## src/rtl/cnt_check.sv

```systemverilog
// rtl/cnt_check.sv - loopback count checker: sends N, then expects bytes 0..N back
module cnt_check #(
    parameter int TIMEOUT = 1000000
) (
    input  logic       clk,
    input  logic       reset,
    input  logic       activate,
    input  logic [7:0] count_in,
    output logic       done,
    output logic       pass,
    output logic       timeout,
    output logic [7:0] err_count,
    output logic [8:0] rx_total,
    input  logic       tx_done,
    input  logic       tx_active,
    input  logic       rx_ready,
    input  logic [7:0] rx_data,
    output logic [7:0] tx_data,
    output logic       tx_start
);

    localparam int TW = (TIMEOUT > 1) ? $clog2(TIMEOUT) : 1;
    localparam logic [TW-1:0] TLAST = TW'(TIMEOUT - 1);

    typedef enum logic [2:0] {
        S_IDLE    = 3'd0,
        S_SEND    = 3'd1,
        S_WAIT_TX = 3'd2,
        S_RECV    = 3'd3,
        S_DONE    = 3'd4
    } state_t;

    state_t        r_state;
    logic [7:0]    r_n;
    logic [7:0]    r_expected;
    logic [TW-1:0] r_timer;
    logic          r_done;
    logic          r_pass;
    logic          r_timeout;
    logic [7:0]    r_err;
    logic [8:0]    r_rx_total;
    logic [7:0]    r_tx_data;
    logic          r_tx_start;

    logic       w_mismatch;
    logic [7:0] w_err_next;
    logic       w_last;
    logic       w_expire;

    assign w_mismatch = (rx_data != r_expected);
    assign w_err_next = (w_mismatch && (r_err != 8'hFF)) ? r_err + 8'd1 : r_err;
    // The byte whose index equals N closes the run whatever its value.
    assign w_last     = (r_expected == r_n);
    assign w_expire   = (r_timer == TLAST);

    always_ff @(posedge clk) begin
        if (reset) begin
            r_state    <= S_IDLE;
            r_n        <= 8'd0;
            r_expected <= 8'd0;
            r_timer    <= '0;
            r_done     <= 1'b0;
            r_pass     <= 1'b0;
            r_timeout  <= 1'b0;
            r_err      <= 8'd0;
            r_rx_total <= 9'd0;
            r_tx_data  <= 8'd0;
            r_tx_start <= 1'b0;
        end else begin
            case (r_state)
                S_IDLE: begin
                    r_done     <= 1'b0;
                    r_tx_start <= 1'b0;
                    if (activate && !tx_active) begin
                        r_n        <= count_in;
                        r_pass     <= 1'b0;
                        r_timeout  <= 1'b0;
                        r_err      <= 8'd0;
                        r_rx_total <= 9'd0;
                        r_tx_data  <= count_in;
                        r_tx_start <= 1'b1;
                        r_state    <= S_SEND;
                    end
                end
                S_SEND: begin
                    r_tx_start <= 1'b0;
                    r_state    <= S_WAIT_TX;
                end
                S_WAIT_TX: begin
                    r_tx_start <= 1'b0;
                    if (tx_done) begin
                        r_expected <= 8'd0;
                        r_timer    <= '0;
                        r_state    <= S_RECV;
                    end
                end
                S_RECV: begin
                    // A byte arriving on the expiry cycle wins and restarts the timer.
                    if (rx_ready) begin
                        r_rx_total <= r_rx_total + 9'd1;
                        r_err      <= w_err_next;
                        r_expected <= r_expected + 8'd1;
                        r_timer    <= '0;
                        if (w_last) begin
                            r_done  <= 1'b1;
                            r_pass  <= (w_err_next == 8'd0);
                            r_state <= S_DONE;
                        end
                    end else if (w_expire) begin
                        r_done    <= 1'b1;
                        r_timeout <= 1'b1;
                        r_pass    <= 1'b0;
                        r_state   <= S_DONE;
                    end else begin
                        r_timer <= r_timer + TW'(1);
                    end
                end
                S_DONE: begin
                    r_tx_start <= 1'b0;
                    if (!activate && !rx_ready && !tx_active) begin
                        r_done  <= 1'b0;
                        r_state <= S_IDLE;
                    end
                end
                default: begin
                    r_done     <= 1'b0;
                    r_tx_start <= 1'b0;
                    r_state    <= S_IDLE;
                end
            endcase
        end
    end

    assign done      = r_done;
    assign pass      = r_pass;
    assign timeout   = r_timeout;
    assign err_count = r_err;
    assign rx_total  = r_rx_total;
    assign tx_data   = r_tx_data;
    assign tx_start  = r_tx_start;

endmodule
```

## config.mk

```make
export PLATFORM = sky130hd
export DESIGN_NAME = cnt_check
export DESIGN_NICKNAME = d
export VERILOG_FILES = /design/src/rtl/cnt_check.sv
export SDC_FILE = /design/constraint.sdc
export NUM_CORES = 1
export LEC_CHECK = 0
export BUFFER_PORTS_ARGS = -buffer_cell sky130_fd_sc_hd__buf_2
export CAP_MARGIN = 25
export CORE_MARGIN = 2
export CORE_UTILIZATION = 45
export CTS_CLUSTER_DIAMETER = 200
export CTS_CLUSTER_SIZE = 12
export DETAILED_ROUTE_END_ITERATION = 16
export PLACE_DENSITY_LB_ADDON = 0.1
export SETUP_SLACK_MARGIN = 0.4
export SLEW_MARGIN = 5
export SYNTH_ARGS = -nofsm -noshare
export SYNTH_HDL_FRONTEND = slang
export SYNTH_SLANG_ARGS = --single-unit
```

## constraint.sdc

```tcl
create_clock -name clk -period 1.6 [get_ports clk]
set_input_delay 0.4 -clock clk [delete_from_list [all_inputs] [get_ports clk]]
set_output_delay 0.4 -clock clk [all_outputs]
set_load 0.02 [all_outputs]
```

After elaboration in Yosys (flattened, before gate mapping) --
Cells that the tools add are included. W data, S select, Z words.
Storage, ports and cells: ROM bits 0, bits in registers 60, bits in latches 0, RAM bits 0, memories 0, word-level logic and storage cells 87
Cells by class: eq/ne operators 17, $mul 0, bitwise logic cells 1, magnitude comparators 0, reduce and logical (&&, ||, !) cells 20, multiplexer cells 35, add/sub/neg operators 4, div/mod/pow operators 0, shift-type cells 0
Operators with widths (count):
- $mux W20 | 3
- $mux W8 | 5
- $pmux W20 S2 | 1
- $pmux W8 S2 | 2
- $add A20 B1 Y20 const B | 1
- $eq A20 B20 Y1 const B | 1
- $mux W3 | 6
- $mux W9 | 2
- $pmux W9 S2 | 1
- $add A8 B1 Y8 const B | 2
- $pmux W3 S5 | 1
- $ne A2 B2 Y1 const B | 6
- $reduce_and A4 Y1 | 3
- $mux W1 | 10
- $add A9 B1 Y9 const B | 1
- $ne A3 B3 Y1 const B | 3
- $reduce_and A3 Y1 | 3
- $eq A8 B8 Y1 | 1
- $logic_not A8 Y1 | 1
- $ne A8 B8 Y1 | 1
- $ne A8 B8 Y1 const B | 1
- $eq A3 B2 Y1 const B | 2
- $pmux W1 S2 | 3
- $reduce_and A5 Y1 | 1
- 10 further kinds | 16

Logic depth before layout (Yosys ltp) --
depth after elaboration 7, depth in mapped cells 9, mapped depth without buffers 7

Worst setup path before layout --
Ideal clock, no wire load.
kind reg-to-reg, from register r_timer[0], to register r_timer[19], stages on the path, launching flop included 8, data arrival time 1.693 ns, setup time 0.116 ns, setup slack -0.209 ns, buffers on the path 0, cell sequence dfxtp_1 ha_1 and4_1 nand3_1 o21ai_4 a2111oi_4 a311oi_1 a41o_1
Between the ends: longest elaborated chain between the ends 4
Ends and longest elaborated chain:
- start, declared | RTL line 36 | logic [TW-1:0] r_timer;
- start signal, assigned | RTL line 115 | r_timer <= r_timer + TW'(1);
- $add A20 B1 Y20 | RTL line 115
- $mux W20 | RTL line 109 | end else if (w_expire) begin
- $mux W20 | RTL line 99 | if (rx_ready) begin
- $pmux W20 S2 | RTL line 70 | case (r_state)
Several ways; a longest one is shown, not always the timed one. The select of a mux whose other input is x is not followed. A chain may end at the register's enable or synchronous reset.

Worst setup path after layout --
from register r_timer[7], to register r_done, in the netlist done
Between the ends: longest elaborated chain between the ends 3
Ends and longest elaborated chain:
- $eq A20 B20 Y1 | RTL line 54 | assign w_expire = (r_timer == TLAST);
- $ne A3 B3 Y1 (no source line)
- $reduce_and A4 Y1 (no source line)
- end signal, assigned | RTL line 62 | r_done <= 1'b0;
- end signal, assigned | RTL line 72 | r_done <= 1'b0;
- end signal, assigned | RTL line 105 | r_done <= 1'b1;
- end, declared | RTL line 37 | logic r_done;
Every way passes these cells.

==> impl_metrics.csv <==
group,metric,value,unit
floorplanning,die_w,89.0,µm
cells_and_area,fin_area,0.00564,mm²
global_routing,grt_overflow,0,
yosys,synth.net_count,398,
drt,drt-total-wl,11200,µm
worst_setup_path,cp-end-kind,"flip-flop",
global_routing,grt_first_pass_wirelength,16000,µm
worst_setup_path,crit_arrival,2.21,ns
yosys,syn_avg_cell_area,8.74,µm²
placement,place.detailed.hpwl,6070,µm
cts,htreeDepth,3,
timing,worstMarginPinSlew,0.574,ns
yosys,netlist_area,0.00325,mm²
drt,viasPerCell,5.45,
placement,io_buffer_count,50,
outcome,status,"finished, violations left",
worst_hold_path,hold_path.class,"in -> reg",
power_and_ir_drop,p_per_area,643,mW/mm²
cts,cts_buffer_depth,2,
floorplanning,initial_core_util,0.471,
power_and_ir_drop,peakVddDrop,637,µV
yosys,yosysTopAreaCell,"dfxtp_1",
drt,wl_met2,5540,µm
cts,cts.sink_count,60,
worst_setup_path,r2r_end,"done$_SDFFE_PP0P_",
placement,dpl-instance-area,0.00427,mm²
yosys,yosysUniqueCellTypes,56,
yosys,synth_common_cells,"63 x nor2_1, 60 x dfxtp_1, 33 x xnor2_1",
yosys,synth_edf_count,0,
floorplanning,ioPinCount,51,
drt,dr.max_layer_used,"met4",
timing,setup_violations,34,
cts,clock_latency,0.35,ns
drt,vias,3442,
floorplanning,core-area,0.00691,mm²
job,drv_cap,0,
yosys,ys_warn_count,0,
yosys,synth.area.top_cells,"dfxtp_1 37%, xnor2_1 8.9%, nor2_1 7.3%, xor2_1 4.3%, mux2i_1 4.0%",
worst_setup_path,setup.worst_path.start,"r_timer[7]$_SDFFE_PP0P_",
cells_and_area,final_cells,632,
yosys,yosysTopAreaCellShare,0.370,
yosys,ys_seq_area_frac,0.370,
cells_and_area,diodes,0,
worst_setup_path,crit_type,"reg -> reg",
timing,clock.fmax,517,MHz
cells_and_area,fin_util,0.817,
worst_setup_path,reg2reg_depth,6,
yosys,syn_inst,372,
floorplanning,die_y,89.0,µm
timing,fin_ws,-0.333,ns
worst_setup_path,cp.required,1.88,ns
drt,drcViolationCount,0,
cells_and_area,area_delta_synth_final,73.5,%
yosys,yosys_most_used_dff,"dfxtp_1",
global_routing,antenna_found_initial,0,
drt,drt_iter0_markers,180,
drt,wl_met3,601,µm
floorplanning,core.rowCount,30,
drt,wl_met1,4790,µm
yosys,synth.most_common_cell,"nor2_1",
timing,grt_setup_unrepaired,"true",
timing,fin_skew,0.00895,ns
timing,max-slew-margin-rel,0.616,
global_routing,grt_pass1_vias,3254,
cts,path_clk_slew,0.08,ns
placement,globalplace.congestion,0.843,
global_routing,grt_max_degree,17,
yosys,yosys_register_bits,60,
timing,fin_crit_sh,1.21,
drt,ant_nets,0,
timing,period_minus_slack,1.93,ns
cts,cts_tree,"done",
placement,dp.cells,570,
timing,hold_violations,0,
cts,cts_buffers,9,
worst_setup_path,startpoint_type,"flip-flop",
cts,cts_hold_repair.buffers,0,
power_and_ir_drop,p_total,3.63,mW
timing,final-max-slew-violation-count,0,
worst_hold_path,hold_depth,3,
drt,wl_per_cell,17.7,µm
cts,cts_root_buf,"clkbuf_8",
worst_setup_path,r2r-start,"r_timer[7]$_SDFFE_PP0P_",
outcome,violations,"setup timing",
floorplanning,die_area,0.00792,mm²
cells_and_area,layout-drive-gt1-share,0.599,
worst_setup_path,endpoint,"done$_SDFFE_PP0P_",
drt,dr.pass1.iters,5,
worst_setup_path,reg2reg_setup_slack,-0.33,ns
cells_and_area,nets,557,
yosys,async_reset_ff_frac,0,
timing,whs,0.276,ns
global_routing,grt_usage,0.264,
power_and_ir_drop,cellLeakagePower,2.23,nW
worst_setup_path,worst-path-max-fanout,5,
## cells in the final DEF, fill, tap and decap left out, types with 4 or more instances in the layout
| cell type | n |
|---|---|
| nor2_1 | 58 |
| xnor2_2 | 11 |
| dfxtp_1 | 14 |
| a21oi_2 | 8 |
| and3_4 | 5 |
| a2111oi_4 | 5 |
| nand2_2 | 5 |
| nand2_1 | 15 |
| nand3_2 | 6 |
| inv_1 | 8 |
| nand3_1 | 8 |
| buf_2 | 22 |
| nand3_4 | 4 |
| and3_1 | 5 |
| buf_6 | 61 |
| a21oi_1 | 6 |
| dfxtp_4 | 21 |
| and4_4 | 4 |
| mux2i_1 | 11 |
| nand2b_1 | 4 |
| nand4_1 | 5 |
| buf_4 | 80 |
| a211oi_2 | 8 |
| clkbuf_8 | 10 |
| a211oi_1 | 7 |
| xor2_1 | 16 |
| xnor2_1 | 21 |
| dfxtp_2 | 25 |
## state kept, by name, summed over array words and instances, names as in the netlist
name / count
pass: 1
tx_data: 8
timeout: 1
r_timer: 20
done: 1
rx_total: 9
err_count: 8
r_state: 3
tx_start: 1
r_expected: 8
## timing repair
action                                  4_1_cts  5_1_grt
gates cloned                                  3        1
pin swaps                                    37       40
resized for setup                           159       52
buffers inserted                             25       17
endpoints found under the setup margin       89       89
## layout make-up
cell class | count | area [µm²]
multi-input cells | 285 | 2480
flip-flops and latches | 60 | 1310
clock inverters | 6 | 95.1
fillers | 408 | 1270
inverters | 9 | 33.8
well taps | 96 | 120
clock buffers | 10 | 138
repair buffers | 166 | 1470
## worst min-delay path by stage
stage	start	to
CTS	count_in[3]	tx_data[3]$_SDFFE_PP0P_
global placement	tx_start$_SDFFE_PP0N_	tx_start$_SDFFE_PP0N_
detailed placement	timeout$_SDFFE_PP0P_	timeout$_SDFFE_PP0P_
global route	count_in[6]	tx_data[6]$_SDFFE_PP0P_
finish	count_in[3]	tx_data[3]$_SDFFE_PP0P_
floorplan	r_timer[1]$_SDFFE_PP0P_	r_timer[1]$_SDFFE_PP0P_
## report_power, final
part | internal [mW] | switching (mW) | total [mW] | leakage (nW)
clock | 0.936 | 0.705 | 1.64 | 0.117
sequential | 1.49 | 0.0264 | 1.51 | 0.513
combinational | 0.248 | 0.227 | 0.475 | 1.60
## stage by stage
step	worst slack [ns]	TNS (ns)
global route	-0.403	-8.96
finish	-0.333	-6.30
CTS	-0.169	-3.46
floorplan	-0.107	-0.917
global placement	-0.189	-3.73
detailed placement	-0.230	-4.57
## per-layer routing
layer	GRT usage	vias up
met4	0.0963	0
met3	0.0545	26
li1	-	1639
met5	0	-
met2	0.429	142
met1	0.349	1635
## cells by family (layout without fill, tap and decap cells)
family / Yosys count / count (layout) / synth area share
AOI/OAI and AO/OA: 63 / 63 / 0.155
xor gates and xnor gates: 49 / 49 / 0.132
adders and majority gates: 4 / 4 / 0.0154
buffers and inverters: 28 / 191 / 0.0385
DFF: 60 / 60 / 0.370
muxes: 15 / 15 / 0.0470
and+or+nand+nor: 153 / 154 / 0.243
## critical path, stage by stage (launching register included)
cell	delay (ns)
dfxtp_2	0.34
nor4b_4	0.29
nand4_1	0.26
nand4b_1	0.35
o211ai_2	0.30
nand2_1	0.14
a21oi_2	0.18
(Power assumes the default switching activity.)
